## config.mk

```make
export PLATFORM = sky130hd
export DESIGN_NAME = ff_store_sequencer_flat
export DESIGN_NICKNAME = d
export VERILOG_FILES = /design/src/rtl/ff_ctrl_pkg.sv /design/src/rtl/ff_store_sequencer_if.sv /design/src/rtl/btn_debounce.sv /design/src/rtl/ff_store_sequencer.sv /design/src/flat_wrapper.sv
export SDC_FILE = /design/constraint.sdc
export NUM_CORES = 1
export LEC_CHECK = 0
export BUFFER_PORTS_ARGS = -buffer_cell sky130_fd_sc_hd__buf_2
export CAP_MARGIN = 10
export CORE_MARGIN = 3
export CORE_UTILIZATION = 40
export CTS_BUF_LIST = sky130_fd_sc_hd__clkbuf_2 sky130_fd_sc_hd__clkbuf_4 sky130_fd_sc_hd__clkbuf_8
export DETAILED_ROUTE_END_ITERATION = 12
export GPL_TIMING_DRIVEN = 0
export PLACE_DENSITY = 0.64
export SYNTH_ARGS = -nofsm -noshare
export SYNTH_HDL_FRONTEND = slang
export SYNTH_HIERARCHICAL = 1
export SYNTH_SLANG_ARGS = --single-unit
```

## constraint.sdc

```tcl
create_clock -name clk -period 2.5 [get_ports clk]
set_input_delay 0 -clock clk [delete_from_list [all_inputs] [get_ports clk]]
set_output_delay 0 -clock clk [all_outputs]
set_load 0.01 [all_outputs]
```

## src/rtl/ff_ctrl_pkg.sv

```systemverilog
// Shared mode encodings, FSM state type and strobe helper for the flip-flop store sequencer.
package ff_ctrl_pkg;

   localparam logic [1:0] MODE_BCAST = 2'b00;
   localparam logic [1:0] MODE_RR    = 2'b01;
   localparam logic [1:0] MODE_BURST = 2'b10;
   localparam logic [1:0] MODE_RSVD  = 2'b11;

   localparam int MAX_ELEM = 4;

   typedef enum logic {
      IDLE,
      BURST
   } state_e;

   // Indices at or beyond num_elem yield an all-zero strobe.
   function automatic logic [MAX_ELEM-1:0] onehot(input logic [1:0] idx, input int num_elem);
      logic [MAX_ELEM-1:0] v;
      v = '0;
      if (int'(idx) < num_elem) v[idx] = 1'b1;
      return v;
   endfunction

endpackage

```

## src/rtl/ff_store_sequencer_if.sv

```systemverilog
// Button/mode inputs and store-strobe/status outputs of the flip-flop store sequencer.
interface ff_store_sequencer_if #(
   parameter int NUM_ELEM = 3
);
   logic                btn_raw;
   logic [1:0]          mode;
   logic [NUM_ELEM-1:0] store_en;
   logic                busy;
   logic [1:0]          rr_ptr;
   logic                overrun;
   logic                btn_db;

   modport master (
      output btn_raw, mode,
      input  store_en, busy, rr_ptr, overrun, btn_db
   );

   modport slave (
      input  btn_raw, mode,
      output store_en, busy, rr_ptr, overrun, btn_db
   );
endinterface

```

## src/rtl/btn_debounce.sv

```systemverilog
// Two-flop synchronizer plus stable-count debouncer; emits a one-cycle press_evt on each
// debounced rising edge, aligned with the first high cycle of btn_db.
module btn_debounce #(
   parameter int DEBOUNCE_CYCLES = 1000000
) (
   input  logic clk,
   input  logic reset,
   input  logic btn_raw_i,
   output logic btn_db_o,
   output logic press_evt_o
);
   localparam int CW = $clog2(DEBOUNCE_CYCLES);

   logic [1:0]    sync_q;
   logic          btn_s;
   logic [CW-1:0] cnt_q, cnt_d;
   logic          btn_db_q, btn_db_d;
   logic          press_evt_q;

   assign btn_s = sync_q[1];

   always_comb begin
      // NOTE: defaults first, so no branch leaves a variable unassigned and infers a latch.
      cnt_d    = cnt_q;
      btn_db_d = btn_db_q;
      if (btn_s == btn_db_q) begin
         cnt_d = '0;
      end else if (cnt_q == CW'(DEBOUNCE_CYCLES - 1)) begin
         btn_db_d = btn_s;
         cnt_d    = '0;
      end else begin
         cnt_d = cnt_q + 1'b1;
      end
   end

   // NOTE: non-blocking assignments so every flop samples pre-edge values regardless of order.
   always_ff @(posedge clk) begin
      if (reset) begin
         sync_q      <= '0;
         cnt_q       <= '0;
         btn_db_q    <= 1'b0;
         press_evt_q <= 1'b0;
      end else begin
         sync_q      <= {sync_q[0], btn_raw_i};
         cnt_q       <= cnt_d;
         btn_db_q    <= btn_db_d;
         press_evt_q <= btn_db_d & ~btn_db_q;
      end
   end

   assign btn_db_o    = btn_db_q;
   assign press_evt_o = press_evt_q;

endmodule

```

## src/rtl/ff_store_sequencer.sv

```systemverilog
// Store-strobe sequencer for the D/JK/T flip-flop bank: broadcast, round-robin or burst per press.
// Optional hold-to-repeat press events are enabled by defining FF_SEQ_AUTO_REPEAT_EN.
module ff_store_sequencer
   import ff_ctrl_pkg::*;
#(
   parameter int DEBOUNCE_CYCLES = 1000000,
   parameter int NUM_ELEM        = 3,
   parameter int REPEAT_CYCLES   = 50000000
) (
   input  logic                  clk,
   input  logic                  reset,
   ff_store_sequencer_if.slave   bus
);

   if (DEBOUNCE_CYCLES < 2 || NUM_ELEM < 2 || NUM_ELEM > MAX_ELEM || REPEAT_CYCLES < 2) begin : g_bad_param
      $error("ff_store_sequencer: illegal parameter value");
   end

   logic                press_evt;
   logic                btn_db;
   logic                evt;
   state_e              state_q;
   logic [1:0]          idx_q;
   logic [1:0]          rr_ptr_q;
   logic [NUM_ELEM-1:0] store_en_q;
   logic                busy_q;
   logic                overrun_q;

   btn_debounce #(
      .DEBOUNCE_CYCLES(DEBOUNCE_CYCLES)
   ) u_debounce (
      .clk        (clk),
      .reset      (reset),
      .btn_raw_i  (bus.btn_raw),
      .btn_db_o   (btn_db),
      .press_evt_o(press_evt)
   );

`ifdef FF_SEQ_AUTO_REPEAT_EN
   localparam int HW = $clog2(REPEAT_CYCLES);

   logic [HW-1:0] hold_q, hold_d;
   logic          rep_evt;

   assign rep_evt = btn_db && (hold_q == HW'(REPEAT_CYCLES - 1));
   assign evt     = press_evt | rep_evt;

   // Counter restarts on any event and holds its value while a burst runs.
   always_comb begin
      hold_d = hold_q;
      if (!btn_db || evt)      hold_d = '0;
      else if (state_q == IDLE) hold_d = hold_q + 1'b1;
   end

   always_ff @(posedge clk) begin
      if (reset) hold_q <= '0;
      else       hold_q <= hold_d;
   end
`else
   assign evt = press_evt;
`endif

   always_ff @(posedge clk) begin
      if (reset) begin
         state_q    <= IDLE;
         idx_q      <= '0;
         rr_ptr_q   <= '0;
         store_en_q <= '0;
         busy_q     <= 1'b0;
         overrun_q  <= 1'b0;
      end else begin
         store_en_q <= '0;
         busy_q     <= 1'b0;
         overrun_q  <= 1'b0;
         case (state_q)
            IDLE: begin
               if (evt) begin
                  case (bus.mode)
                     MODE_RR: begin
                        store_en_q <= NUM_ELEM'(onehot(rr_ptr_q, NUM_ELEM));
                        rr_ptr_q   <= (rr_ptr_q == 2'(NUM_ELEM - 1)) ? 2'd0 : rr_ptr_q + 2'd1;
                     end
                     MODE_BURST: begin
                        store_en_q <= NUM_ELEM'(onehot(2'd0, NUM_ELEM));
                        busy_q     <= 1'b1;
                        idx_q      <= 2'd1;
                        state_q    <= BURST;
                     end
                     MODE_BCAST, MODE_RSVD: store_en_q <= '1;
                  endcase
               end
            end
            BURST: begin
               // Outputs describe the strobe being issued, so busy stays high on the last one.
               store_en_q <= NUM_ELEM'(onehot(idx_q, NUM_ELEM));
               busy_q     <= 1'b1;
               overrun_q  <= evt;
               if (idx_q == 2'(NUM_ELEM - 1)) state_q <= IDLE;
               else                           idx_q   <= idx_q + 2'd1;
            end
         endcase
      end
   end

   assign bus.store_en = store_en_q;
   assign bus.busy     = busy_q;
   assign bus.rr_ptr   = rr_ptr_q;
   assign bus.overrun  = overrun_q;
   assign bus.btn_db   = btn_db;

endmodule

```

## src/flat_wrapper.sv

```systemverilog
// flat-port wrapper written by rule: the top's interface ports become plain ports
module ff_store_sequencer_flat import ff_ctrl_pkg::*;
#(
   parameter int DEBOUNCE_CYCLES = 1000000,
   parameter int NUM_ELEM        = 3,
   parameter int REPEAT_CYCLES   = 50000000
)
  (clk, reset, bus_btn_raw, bus_mode, bus_store_en, bus_busy, bus_rr_ptr, bus_overrun, bus_btn_db);
  ff_store_sequencer_if #(.NUM_ELEM(NUM_ELEM)) bus_i ();
  input  logic clk;
  input  logic reset;
  input wire logic [$bits(bus_i.btn_raw)-1:0] bus_btn_raw;
  input wire logic [$bits(bus_i.mode)-1:0] bus_mode;
  output wire logic [$bits(bus_i.store_en)-1:0] bus_store_en;
  output wire logic [$bits(bus_i.busy)-1:0] bus_busy;
  output wire logic [$bits(bus_i.rr_ptr)-1:0] bus_rr_ptr;
  output wire logic [$bits(bus_i.overrun)-1:0] bus_overrun;
  output wire logic [$bits(bus_i.btn_db)-1:0] bus_btn_db;
  assign bus_i.btn_raw = bus_btn_raw;
  assign bus_i.mode = bus_mode;
  assign bus_store_en = bus_i.store_en;
  assign bus_busy = bus_i.busy;
  assign bus_rr_ptr = bus_i.rr_ptr;
  assign bus_overrun = bus_i.overrun;
  assign bus_btn_db = bus_i.btn_db;
  ff_store_sequencer #(.DEBOUNCE_CYCLES(DEBOUNCE_CYCLES), .NUM_ELEM(NUM_ELEM), .REPEAT_CYCLES(REPEAT_CYCLES)) u_core (.clk(clk), .reset(reset), .bus(bus_i));
endmodule
```

==> metrics.cfg <==
[synth]
synth-seq-cells = 34
synth.avg_cell_area_sq_um = 9.06
sequential_fraction_of_the_synthesis_area = 0.422
postSynth.topFlopCell = sky130_fd_sc_hd__dfxtp_1
synth_cells = 178
synth_fp_nets = 190
yosysWarningCount = 6
share_of_flip_flops_with_an_asynchronous_set_or_reset = 0
syn-cell-area_sq_mm = 0.00161
synth_edf_count = 0
synthDistinctLibCells = 41

[cts]
post_cts_buffers = 0
worst_setup_hold_path_clk_slew_ns = 0.07
clk_root_buffer_cell = sky130_fd_sc_hd__clkbuf_8
clock_sinks = 34
clock_tree.buffer_depth = 2
cts_inserted_buffers = 5
clock_latency_ns = 0.28
tritoncts = built
clock_tree.htree_level_count = 2

[global_route]
grt_pass1_wl_mm = 5.42
grt_pass1_vias = 1243
grt_start_max_net_pins = 14
grt_remaining_overflow = 0
grt-busiest-layer = met2
grt.met3_usage = 0.0551
global_route.usage.total = 0.136
grt_util_met1 = 0.169
grt_antenna_before_repair = 0
grtUsageMet2 = 0.215

[pwr]
max-vdd-ir-drop_mv = 0.366
leakagePower_uw = 0.000614
swShare = 0.205
power.switching_uw = 203
powerDensity_mw_per_mm2 = 538
power_frac_clock = 0.426
power.share.sequential = 0.550
power_uw = 989
share_comb_of_total_power = 0.023
power_report.internal_total_uw = 786

[min_path]
min_path_type = in -> reg

[detailed_routing]
first_iter_violations = 37
wl_mm = 3.10
per_cell_via_count_in_the_routed_design = 5.31
ant_nets = 0
drt_pre_antenna_iters = 4
routed_wire_length_per_instance_microns = 12.5
post-route-drc-count = 0
dr_total_vias = 1312

[placed_design]
buffer_ports.inserted = 12
post_place_cell_area_sq_mm = 0.00173
routabilityCongestion = 0.807
detailed_place_hpwl_mm = 2.31
post-place-cells = 238

[timing]
min_period_ns = 1.93
setup_repair_after_global_routing_missed_its_margin = false
final-max-slew-violation-count = 0
timing_hold_violations_final = 0
worst_pin_slew_ns = 0.425
finalSetupViolCount = 0
clock_skew_ns = 0.00156
sum_of_negative_setup_slack_ns = 0
final.period_utilization = 0.772
fmax_mhz = 518
relSlewSlack = 0.713

[worst_setup_path]
end_kind = flop
worstPathArrival_ns = 2.14
worstPathRequired_ns = 2.71
worst-path-max-fanout = 7
cp-start-kind = flop
criticalPathCategory = reg -> reg

[floorplanning]
top_level_ports = 13
rows = 22
start_util = 0.428
floorplan.die_area_sq_mm = 0.00483
die_height_microns = 69.5
die_width_microns = 69.5
fp.coreArea_sq_mm = 0.00377

[cells_and_area]
final_nets = 210
p_r_area_growth_vs_syn_pct = 14.0
fin_area_sq_mm = 0.00184
finalCoreUtilization = 0.487
layout.cells.non_filler = 247
most-common-layout-cells = 34 x sky130_fd_sc_hd__dfxtp_1, 16 x sky130_fd_sc_hd__nor2_1, 14 x sky130_fd_sc_hd__buf_2
num_antenna_cells = 0
post_route_cells_drive_above_1_share = 0.131
final_common_cell = sky130_fd_sc_hd__dfxtp_1

[job]
cap_violations = 0

[run_status]
run_status = complete, no violations

metrics by stage:
stage          hold WS [ns]  setup slack (ns)
6_report             0.0355             0.571
5_1_grt              0.0539             0.399
4_1_cts              0.0365             0.559
3_5_place_dp          0.218             0.571
3_3_place_gp          0.216             0.621
2_1_floorplan        0.0716             0.785
layout make-up:
cell class | instances | area [sq um]
flip-flops and latches | 34 | 681
fillers | 352 | 1930
clock buffers | 7 | 90.1
clock inverters | 1 | 5.00
well taps | 48 | 60.1
repair buffers | 13 | 70.1
multi-input cells | 128 | 862
inverters | 9 | 33.8
plain buffers | 7 | 36.3
cells in the mapped netlist, types with 2 or more instances:
cell type	number	area, sq um
sky130_fd_sc_hd__ha_1	7	87.6
sky130_fd_sc_hd__and3_1	2	12.5
sky130_fd_sc_hd__or2_1	2	12.5
sky130_fd_sc_hd__nand4_1	2	12.5
sky130_fd_sc_hd__clkbuf_1	4	15.0
sky130_fd_sc_hd__nor2_1	16	60.1
sky130_fd_sc_hd__o31ai_1	5	37.5
sky130_fd_sc_hd__nand3b_1	2	15.0
sky130_fd_sc_hd__or3_1	4	25.0
sky130_fd_sc_hd__a211o_1	2	17.5
sky130_fd_sc_hd__inv_1	9	33.8
sky130_fd_sc_hd__nand3_1	6	30.0
sky130_fd_sc_hd__nand2_1	13	48.8
sky130_fd_sc_hd__mux2i_1	3	30.0
sky130_fd_sc_hd__nor4b_1	2	17.5
sky130_fd_sc_hd__a311oi_1	2	17.5
sky130_fd_sc_hd__nand2b_1	3	18.8
sky130_fd_sc_hd__buf_2	2	10.0
sky130_fd_sc_hd__dfxtp_1	34	681
sky130_fd_sc_hd__or4_1	5	37.5
sky130_fd_sc_hd__xnor2_1	10	87.6
sky130_fd_sc_hd__xor2_1	2	17.5
sky130_fd_sc_hd__nor3_1	3	15.0
sky130_fd_sc_hd__o21ai_0	4	20.0
sky130_fd_sc_hd__nor3b_1	3	22.5
sky130_fd_sc_hd__nor4_1	3	18.8
sky130_fd_sc_hd__nor2b_1	7	43.8
sky130_fd_sc_hd__a21oi_1	8	40.0
critical path, stage by stage, from the launching register on:
cell and delay, ns:
sky130_fd_sc_hd__dfxtp_1 0.37, sky130_fd_sc_hd__ha_1 0.26, sky130_fd_sc_hd__nand4_1 0.16, sky130_fd_sc_hd__or2_1 0.23, sky130_fd_sc_hd__clkbuf_1 0.19, sky130_fd_sc_hd__or4_1 0.49
sky130_fd_sc_hd__a21oi_1 0.15
sequential cells by signal (all words and copies together) (netlist names):
register	cells
u_core/bus.overrun	1
u_core/idx_q	2
u_core/u_debounce/btn_db_o	1
u_core/bus.store_en	3
u_core/u_debounce/sync_q	2
u_core/bus.busy	1
u_core/u_debounce/cnt_q	20
u_core/u_debounce/press_evt_o	1
u_core/state_q	1
u_core/bus.rr_ptr	2
worst paths after layout:
path	from	end	slack, ns	depth (start not counted)
max	u_core/u_debounce/cnt_q[0]$_SDFF_PP0_	u_core/u_debounce/cnt_q[14]$_SDFF_PP0_	0.57	6
min	reset	u_core/u_debounce/sync_q[1]$_SDFF_PP0_	0.04	2
max reg2reg	u_core/u_debounce/cnt_q[0]$_SDFF_PP0_	u_core/u_debounce/cnt_q[14]$_SDFF_PP0_	0.57	6
min reg2reg	u_core/u_debounce/sync_q[0]$_SDFF_PP0_	u_core/u_debounce/sync_q[1]$_SDFF_PP0_	0.45	1
what timing repair did:
item                                   4_1_cts  5_1_grt
hold buffers                                 1        0
gates resized for setup                      0        0
endpoints found under the hold margin        1        0
cells by family after synthesis:
| family | count (synthesis) | share of synthesized area |
|---|---|---|
| mux | 4 | 0.0279 |
| compound gates | 26 | 0.105 |
| flops | 34 | 0.422 |
| buf+inv | 16 | 0.0434 |
| simple gates | 79 | 0.282 |
| xor+xnor | 12 | 0.0652 |
| fa+ha+maj | 7 | 0.0543 |
power by group through the flow:
stage          registers [uW]  clock network (uW)  logic, uW
6_report                  544                 422       23.1
5_1_grt                   544                 458       26.1
4_1_cts                   544                 434       23.2
3_5_place_dp              557                   0       21.8
3_3_place_gp              557                   0       20.9
2_1_floorplan             557                   0       13.0
routing by layer:
metal | vias to the layer above | wire [microns]
li1 | 666 | -
met1 | 619 | 1490
met2 | 23 | 1430
met3 | 4 | 152
met4 | 0 | 31
met5 | - | 0
No activity file was read; power rests on OpenSTA's default activity.
